`src/rtl/ebus_ctl.sv`:
```
// EBUS transfer controller: round-robin arbitration among requesters, function setup,
// demand/transfer handshake with devices, and demand-phase timeout.
module ebus_ctl #(
    parameter int NREQ    = 4,
    parameter int TIMEOUT = 64
) (
    input  logic                  clk,
    input  logic                  resetN,
    input  logic [NREQ-1:0]       req,
    input  logic [3*NREQ-1:0]     reqFunc,
    input  logic [NREQ-1:0]       reqDataIn,
    input  logic                  ebusXfer,
    output logic [NREQ-1:0]       grant,
    output logic [2:0]            ebusFunc,
    output logic                  ebusDemand,
    output logic                  CONIorDATAI,
    output logic                  ebusLatch,
    output logic [NREQ-1:0]       done,
    output logic                  timeoutErr,
    output logic                  busy
);

    localparam int         IW       = $clog2(NREQ);
    localparam int         FW       = 3;
    localparam logic [7:0] CNT_LAST = 8'(TIMEOUT - 1);

    typedef enum logic [2:0] {
        IDLE    = 3'd0,
        SETUP   = 3'd1,
        DEMAND  = 3'd2,
        XFER    = 3'd3,
        RELEASE = 3'd4
    } state_t;

    state_t          state_r, state_s;
    logic [NREQ-1:0] grant_r, grant_s;
    logic [2:0]      func_r, func_s;
    logic            coni_r, coni_s;
    logic            demand_r, demand_s;
    logic            latch_r, latch_s;
    logic [NREQ-1:0] done_r, done_s;
    logic            timeoutErr_r, timeoutErr_s;
    logic            busy_r, busy_s;
    logic [7:0]      cnt_r, cnt_s;
    logic [IW-1:0]   ptr_r, ptr_s;
    logic [IW-1:0]   pick_s;
    logic [IW-1:0]   idx_s;
    logic            pickValid_s;

    // Round-robin search: first requesting index at or after the pointer, with wrap.
    always_comb begin
        pickValid_s = 1'b0;
        pick_s      = ptr_r;
        idx_s       = ptr_r;
        for (int off = 0; off < NREQ; off++) begin
            idx_s = ptr_r + IW'(off);
            if (!pickValid_s && req[idx_s]) begin
                pickValid_s = 1'b1;
                pick_s      = idx_s;
            end else begin
                pickValid_s = pickValid_s;
            end
        end
    end

    // Next-state and next-output logic; every output is registered from these values.
    always_comb begin
        state_s      = state_r;
        grant_s      = grant_r;
        func_s       = func_r;
        coni_s       = coni_r;
        demand_s     = 1'b0;
        latch_s      = 1'b0;
        done_s       = '0;
        timeoutErr_s = 1'b0;
        cnt_s        = cnt_r;
        ptr_s        = ptr_r;

        case (state_r)
            IDLE: begin
                if (pickValid_s) begin
                    state_s = SETUP;
                    grant_s = {{(NREQ-1){1'b0}}, 1'b1} << pick_s;
                    func_s  = reqFunc[FW*int'(pick_s) +: FW];
                    coni_s  = reqDataIn[pick_s];
                    ptr_s   = pick_s + IW'(1);
                end else begin
                    state_s = IDLE;
                    grant_s = '0;
                    func_s  = 3'd0;
                    coni_s  = 1'b0;
                end
            end
            SETUP: begin
                // Device strobe of ebusXfer here is deliberately not looked at.
                state_s  = DEMAND;
                demand_s = 1'b1;
                cnt_s    = 8'd0;
            end
            DEMAND: begin
                if (ebusXfer) begin
                    state_s  = XFER;
                    demand_s = 1'b1;
                    latch_s  = coni_r;
                    done_s   = grant_r;
                end else if (cnt_r == CNT_LAST) begin
                    state_s      = RELEASE;
                    timeoutErr_s = 1'b1;
                    done_s       = grant_r;
                    grant_s      = '0;
                    func_s       = 3'd0;
                    coni_s       = 1'b0;
                end else begin
                    demand_s = 1'b1;
                    cnt_s    = cnt_r + 8'd1;
                end
            end
            XFER: begin
                state_s = RELEASE;
                grant_s = '0;
                func_s  = 3'd0;
                coni_s  = 1'b0;
            end
            RELEASE: begin
                // Wait for the device to let go of ebusXfer before re-arbitrating.
                if (!ebusXfer) begin
                    state_s = IDLE;
                end else begin
                    state_s = RELEASE;
                end
            end
            default: begin
                state_s = IDLE;
                grant_s = '0;
                func_s  = 3'd0;
                coni_s  = 1'b0;
                cnt_s   = 8'd0;
            end
        endcase

        busy_s = (state_s != IDLE);
    end

    // State and output registers with synchronous active-low reset.
    always_ff @(posedge clk) begin
        if (!resetN) begin
            state_r      <= IDLE;
            grant_r      <= '0;
            func_r       <= 3'd0;
            coni_r       <= 1'b0;
            demand_r     <= 1'b0;
            latch_r      <= 1'b0;
            done_r       <= '0;
            timeoutErr_r <= 1'b0;
            busy_r       <= 1'b0;
            cnt_r        <= 8'd0;
            ptr_r        <= '0;
        end else begin
            state_r      <= state_s;
            grant_r      <= grant_s;
            func_r       <= func_s;
            coni_r       <= coni_s;
            demand_r     <= demand_s;
            latch_r      <= latch_s;
            done_r       <= done_s;
            timeoutErr_r <= timeoutErr_s;
            busy_r       <= busy_s;
            cnt_r        <= cnt_s;
            ptr_r        <= ptr_s;
        end
    end

    assign grant       = grant_r;
    assign ebusFunc    = func_r;
    assign ebusDemand  = demand_r;
    assign CONIorDATAI = coni_r;
    assign ebusLatch   = latch_r;
    assign done        = done_r;
    assign timeoutErr  = timeoutErr_r;
    assign busy        = busy_r;

endmodule

```
`config.mk`:
```
export PLATFORM = sky130hd
export DESIGN_NAME = ebus_ctl
export DESIGN_NICKNAME = d
export VERILOG_FILES = /design/src/rtl/ebus_ctl.sv
export SDC_FILE = /design/constraint.sdc
export NUM_CORES = 1
export LEC_CHECK = 0
export CORE_MARGIN = 2
export CORE_UTILIZATION = 48
export DETAILED_ROUTE_END_ITERATION = 16
export HOLD_SLACK_MARGIN = 0.03
export PLACE_DENSITY = 0.78
export SYNTH_ARGS = -nofsm -noshare
export SYNTH_HDL_FRONTEND = slang
export SYNTH_SLANG_ARGS = --single-unit
export TNS_END_PERCENT = 10
```
`constraint.sdc`:
```
create_clock -name clk -period 1.97 [get_ports clk]
set_input_delay 0.394 -clock clk [delete_from_list [all_inputs] [get_ports clk]]
set_output_delay 0.394 -clock clk [all_outputs]
set_load 0.01 [all_outputs]
```
# == Yosys cells after proc, flatten, opt, wreduce, memory -nomap -nowiden ==
# Cells that the tools add are included.
# totals
mem_count,0
register_bits,29
out_inout_bits,16
mem_bits_rw,0
mem_bits_ro,0
inputBits,23
latchBits,0
# op_classes
addsub,5
eq_ne,8
n_shift,2
n_reduce_logical,16
mul,1
bitwise_logic,4
div_mod_pow,0
n_lt_le_gt_ge,5
n_mux,43
# ops
operator,count
4-bit 2-to-1 mux,5
3-bit 2-to-1 mux,6
1-bit 2-to-1 mux,16
8-bit 2-to-1 mux,2
8-bit one-hot mux with 2 select lines,1
2-bit by 3-bit less-than comparator with 1-bit output (second input constant),5
3-bit one-hot mux with 5 select lines,1
4-bit one-hot mux with 3 select lines,1
12-bit by 5-bit indexed part select with 3-bit output,1
1-bit binary-select mux with 2-bit select,5
3-bit one-hot mux with 3 select lines,1
3-bit AND reduction,3
8-bit by 1-bit adder with 8-bit output (second input constant),1
8-bit by 6-bit == test with 1-bit output (second input constant),1
3-bit by 2-bit == test with 1-bit output (second input constant),2
2-bit 2-to-1 mux,3
2-bit != test (second input constant),3
3-bit OR reduction,2
2-bit by 1-bit adder with 2-bit output (second input constant),2
2-bit adder (second input constant),2
2-bit by 2-bit multiplier with 4-bit output (first input constant),1
1-bit inverter,4
2-bit AND reduction,2
1-bit by 2-bit << shifter with 4-bit output (first input constant),1
9 further kinds,13

# == Logic depth before layout (Yosys ltp) ==
# logic_depth
ltp_word,16
mapped_depth,7
depth_no_buf,7

# == Worst setup path after synthesis ==
# No wires, ideal clock.
# synth_timing
path_type,in2reg
start,in req[0]
end,"reg coni_r, in the netlist CONIorDATAI"
arrival_time_ns,1.641
setup_time_ns,0.117
required_time_ns,1.853
n_path_buf,0
stages,5
setup_slack_ns,0.211
path_cell_list,nor2b_2 > a21oi_2 > o221ai_4 > mux4_2 > a32o_1
# synth_via
elab_chain_len,16
# synth_rtl
element,line,text
from (decl),9,"input logic [NREQ-1:0] req,"
1-bit binary-select mux with 2-bit select,57,if (!pickValid_s && req[idx_s]) begin
1-bit 2-to-1 mux (not written as such),57,
1-bit 2-to-1 mux,57,
1-bit zero test,57,
1-bit logical AND,57,
1-bit 2-to-1 mux,57,
1-bit zero test,57,
1-bit logical AND,57,
1-bit 2-to-1 mux,57,
1-bit zero test,57,
1-bit logical AND,57,
2-bit 2-to-1 mux,57,
1-bit binary-select mux with 2-bit select,85,coni_s = reqDataIn[pick_s];
1-bit 2-to-1 mux (not written as such),85,
1-bit 2-to-1 mux (*),81,if (pickValid_s) begin
1-bit one-hot mux with 3 select lines (*),79,case (state_r)
to (signal assigned),162,coni_r <= coni_s;
to (decl),38,"logic coni_r, coni_s;"
# Every way passes the cells marked *; elsewhere a longest branch is shown, timed or not. The select of a mux whose other input is x is not followed.
# A chain may end at the register's enable or synchronous reset.

# == Worst setup path in the final report ==
# layout_timing
start,in req[2]
end,"reg func_r[0], in the netlist ebusFunc[0]"
# layout_via
elab_chain_len,16
# layout_rtl
element,line,text
1-bit binary-select mux with 2-bit select,57,
1-bit 2-to-1 mux (not written as such),57,
1-bit 2-to-1 mux,57,
1-bit zero test,57,
1-bit logical AND,57,
1-bit 2-to-1 mux,57,
1-bit zero test,57,
1-bit logical AND,57,
1-bit 2-to-1 mux,57,
1-bit zero test,57,
1-bit logical AND,57,
2-bit 2-to-1 mux,57,
2-bit by 2-bit multiplier with 4-bit output,84,func_s = reqFunc[FW*int'(pick_s) +: FW];
12-bit by 5-bit indexed part select with 3-bit output,84,
3-bit 2-to-1 mux (*),81,
3-bit one-hot mux with 3 select lines (*),79,
to (signal assigned),161,func_r <= func_s;
to (decl),37,"logic [2:0] func_r, func_s;"
# Marks and branches as above.

==> run_results.csv <==
group,metric,value,unit
synthesis,async_reset_ff_share,0,%
critical_path,r2r_end,"ebusFunc[0]",
outcome,outcome,"finished, final reports clean",
synthesis,number_of_distinct_library_cells_after_synthesis,39,
clock_network,worstSkewPairLatency,0.33,ns
pwr,cell_internal_pwr,1240,uW
detailed_routing,drt_wl_total,3470,um
global_route,grt_start_max_net_pins,12,
floorplanning,die_width,59.5,um
placed_design,post_dp_cell_area,1970,um^2
finish,layout-drive-gt1-share,20.4,%
synthesis,synthesis.nets,177,
pwr,switching_share,29.4,%
finish,finalNetCount,233,
floorplanning,die_area,3540,um^2
detailed_routing,viasPerCell,5.55,
pwr,clkPwrFrac,28.7,%
sta,timing.final.crit_period,1.91,ns
critical_path,worst_r2r_startpoint,"ptr_r[0]",
clock_network,ctsHtreeMaxLevel,2,
flow_run,timing.max_cap.violations,0,
synthesis,synthTopCellsByArea,"dfxtp_1, mux4_2, nor2_1, a32o_1, ha_1",
min_path,hold_path_startpoint,"grant[2]",
global_route,grt_overflow_total,0,
synthesis,synth_compound_area_share,19.0,%
synthesis,dominantRegCellSynth,"dfxtp_1",
synthesis,synth_edf_count,0,
clock_network,clkTransAtPathRegs,0.10,ns
sta,finalSetupViolCount,0,
sta,maxSlewHeadroom,72.6,%
pwr,power_per_cell_area,849,nW/um^2
synthesis,synth.cells.most_frequent,"dfxtp_1, nor2_1, nand2_1",
synthesis,post_synth_mux_area_share,7.45,%
critical_path,rr_worst_depth,5,
finish,post-route-util,69.6,%
clock_network,cts.repair_timing.setup_buffer_count,0,
sta,rsz0062_at_grt,"false",
detailed_routing,drt_drc_violations_left,0,
synthesis,synth_top_family_by_area,"simple AND/OR/NAND/NOR gates",
placed_design,detailedPlace.worstSlack,-0.384,ns
min_path,holdPathStages,2,
global_route,first_global_vias,1342,
critical_path,reg2reg_setup_slack,0.18,ns
finish,stdcell_area,2070,um^2
detailed_routing,via_count,1326,
synthesis,synth-seq-cells,29,
sta,achievable-frequency,0.524,GHz
sta,worst_slack,0.0614,ns
synthesis,synth_largest_area_cell,"dfxtp_1",
pwr,share_seq_of_total_power,40.2,%
detailed_routing,post_drt_wl_per_cell,14.5,um
finish,filler_cell_count,235,
sta,clock-skew-final,0.0167,ns
detailed_routing,detailedRoute.firstPassIterationCount,4,
detailed_routing,number_of_drc_markers_after_the_initial_detailed_route_iteration,67,
min_path,hold_path_end,"done[2]",
synthesis,synthesized_instance_count,149,
detailed_routing,detail-route-antenna-nets,0,
synthesis,syn_area_per_cell,9.92,um^2
placed_design,weighted_congestion_at_the_end_of_routability_driven_global_placement,0.857,
pwr,total_power,1760,uW
placed_design,port_buffers,38,
clock_network,clkSinkCount,29,
min_path,timing.hold.worst.class,"flop to flop",
finish,antenna_cells_inserted,0,
synthesis,post_synth_and_or_nand_nor_area_fraction,21.0,%
sta,final_hold_viol_count,0,
synthesis,synthesis.yosys.warnings,0,
critical_path,worstSetupPathType,"primary input to flop",
synthesis,post_synth_xor_xnor_area,4.15,%
sta,finalMaxSlewViolations,0,
global_route,grt_use_total,21.8,%
floorplanning,initial_core_util,49.6,%
pwr,power_leakage,0.000799,uW
floorplanning,dieHeight,59.5,um
clock_network,cts.path.max_buffers,2,
floorplanning,core_area,2980,um^2
critical_path,setup.worst_path.start_class,"primary input",
clock_network,numCtsBuffers,5,
sta,fin_crit_sh,96.9,%
floorplanning,design.portCount,39,
pwr,share_comb_of_total_power,31.1,%
synthesis,sequential_to_total_area_share_from_yosys_stat,39.3,%
critical_path,worstSetupEndpointType,"flop",
sta,worst_hold_slack,0.458,ns
synthesis,synth_top_area_share,39.3,%
clock_network,clock_tree_from_tritoncts,"built",
critical_path,worst-endpoint-required,2.21,ns
sta,actual_transition_at_the_worst_max_transition_pin,0.406,ns
critical_path,path_max_fanout,6,
global_route,grt_pass1_wl,5670,um
finish,syn_to_final_growth,40.2,%
pwr,power.net_switching,517,uW
pwr,worst_ir_drop_vdd,333,uV
critical_path,crit_arrival,2.15,ns
placed_design,place.detailed.hpwl,2660,um
floorplanning,placement_rows,20,
global_route,grt_antenna_before_repair,0,
clock_network,root_buffer_master,"clkbuf_4",
synthesis,adder_cell_fraction_of_synth_area,4.23,%
synthesis,synth_most_common_cell,"dfxtp_1",
synthesis,netlist_area,1480,um^2
-- logic make-up (layout without fill, tap and decap cells) --
kind of cell / Yosys count / in the layout
buffers and inverters: 11 / 68
and+or+nand+nor: 59 / 59
AOI/OAI and AO/OA: 32 / 32
adders and majority gates: 5 / 5
DFF: 29 / 29
muxes: 6 / 6
xor gates and xnor gates: 7 / 7
-- metrics by stage --
stage / setup TNS (ns) / cells
after floorplan: 0 / 149
after global placement: -2.02 / 231
after detailed placement: -2.90 / 231
after CTS: 0 / 239
after global routing: 0 / 239
final: 0 / 239
-- placed cells by master (no fill, tap or decap), types with 4 or more instances in the layout --
| cell | count |
|---|---|
| clkdlybuf4s50_1 | 36 |
| nand2_1 | 11 |
| mux4_2 | 4 |
| nand3_1 | 4 |
| clkbuf_4 | 5 |
| ha_1 | 5 |
| inv_1 | 6 |
| a32o_1 | 7 |
| xnor2_1 | 7 |
| a21oi_1 | 9 |
| nor2_1 | 23 |
| buf_4 | 16 |
| dfxtp_1 | 29 |
-- flip-flops by register name, summed over array words and instances (netlist names) --
signal       cells
CONIorDATAI      1
busy             1
state_r          3
timeoutErr       1
ebusDemand       1
ptr_r            2
grant            4
ebusFunc         3
ebusLatch        1
done             4
cnt_r            8
-- worst max path at each step --
stage                      start           to  slack, ns  cells past startpoint
after floorplan           req[0]  CONIorDATAI       0.21                      5
after global placement    req[3]  CONIorDATAI      -0.30                      6
after detailed placement  req[3]  ebusFunc[0]      -0.38                      6
after CTS                 req[0]  ebusFunc[0]       0.01                      6
after global routing      req[2]  CONIorDATAI       0.03                      5
final                     req[2]  ebusFunc[0]       0.06                      6
-- area by class of cell --
type	instances	area, um^2	share of cell area, %
multi-input cells	109	841	40.6
flip-flops and latches	29	581	28.0
repair buffers	54	502	24.2
clock buffers	7	55.1	2.66
well taps	33	41.3	1.99
clock inverters	1	30.0	1.45
inverters	6	22.5	1.09
-- worst max-delay path, cell delays in order --
cell	delay, ns
clkdlybuf4s50_1	0.55
nor2b_4	0.20
o21ai_2	0.08
o221ai_4	0.14
mux4_2	0.55
a32o_1	0.22
-- power by group through the flow --
stage          sequential (uW)  clock (uW)  combinational [uW]
2_1_floorplan              713           0                 308
3_3_place_gp               712           0                 518
3_5_place_dp               716           0                 535
4_1_cts                    704         516                 542
5_1_grt                    717         546                 592
6_report                   708         505                 547
-- per-layer routing --
metal,global-route usage (%),wire length (um),vias to the layer above,part of all wire [%]
met5,0,0,-,0
met4,8.77,51,0,1.5
met3,5.46,152,6,4.4
met2,41.8,1970,44,57
met1,22.1,1290,626,37
li1,-,-,650,-
-- timing repair --
action | CTS | global route
gates resized for setup | 1 | 4
cloned | 0 | 0
pin swaps | 0 | 1
hold buffers | 0 | 0
endpoints found under the setup margin | 1 | 4
No activity file was read; power rests on OpenSTA's default activity.
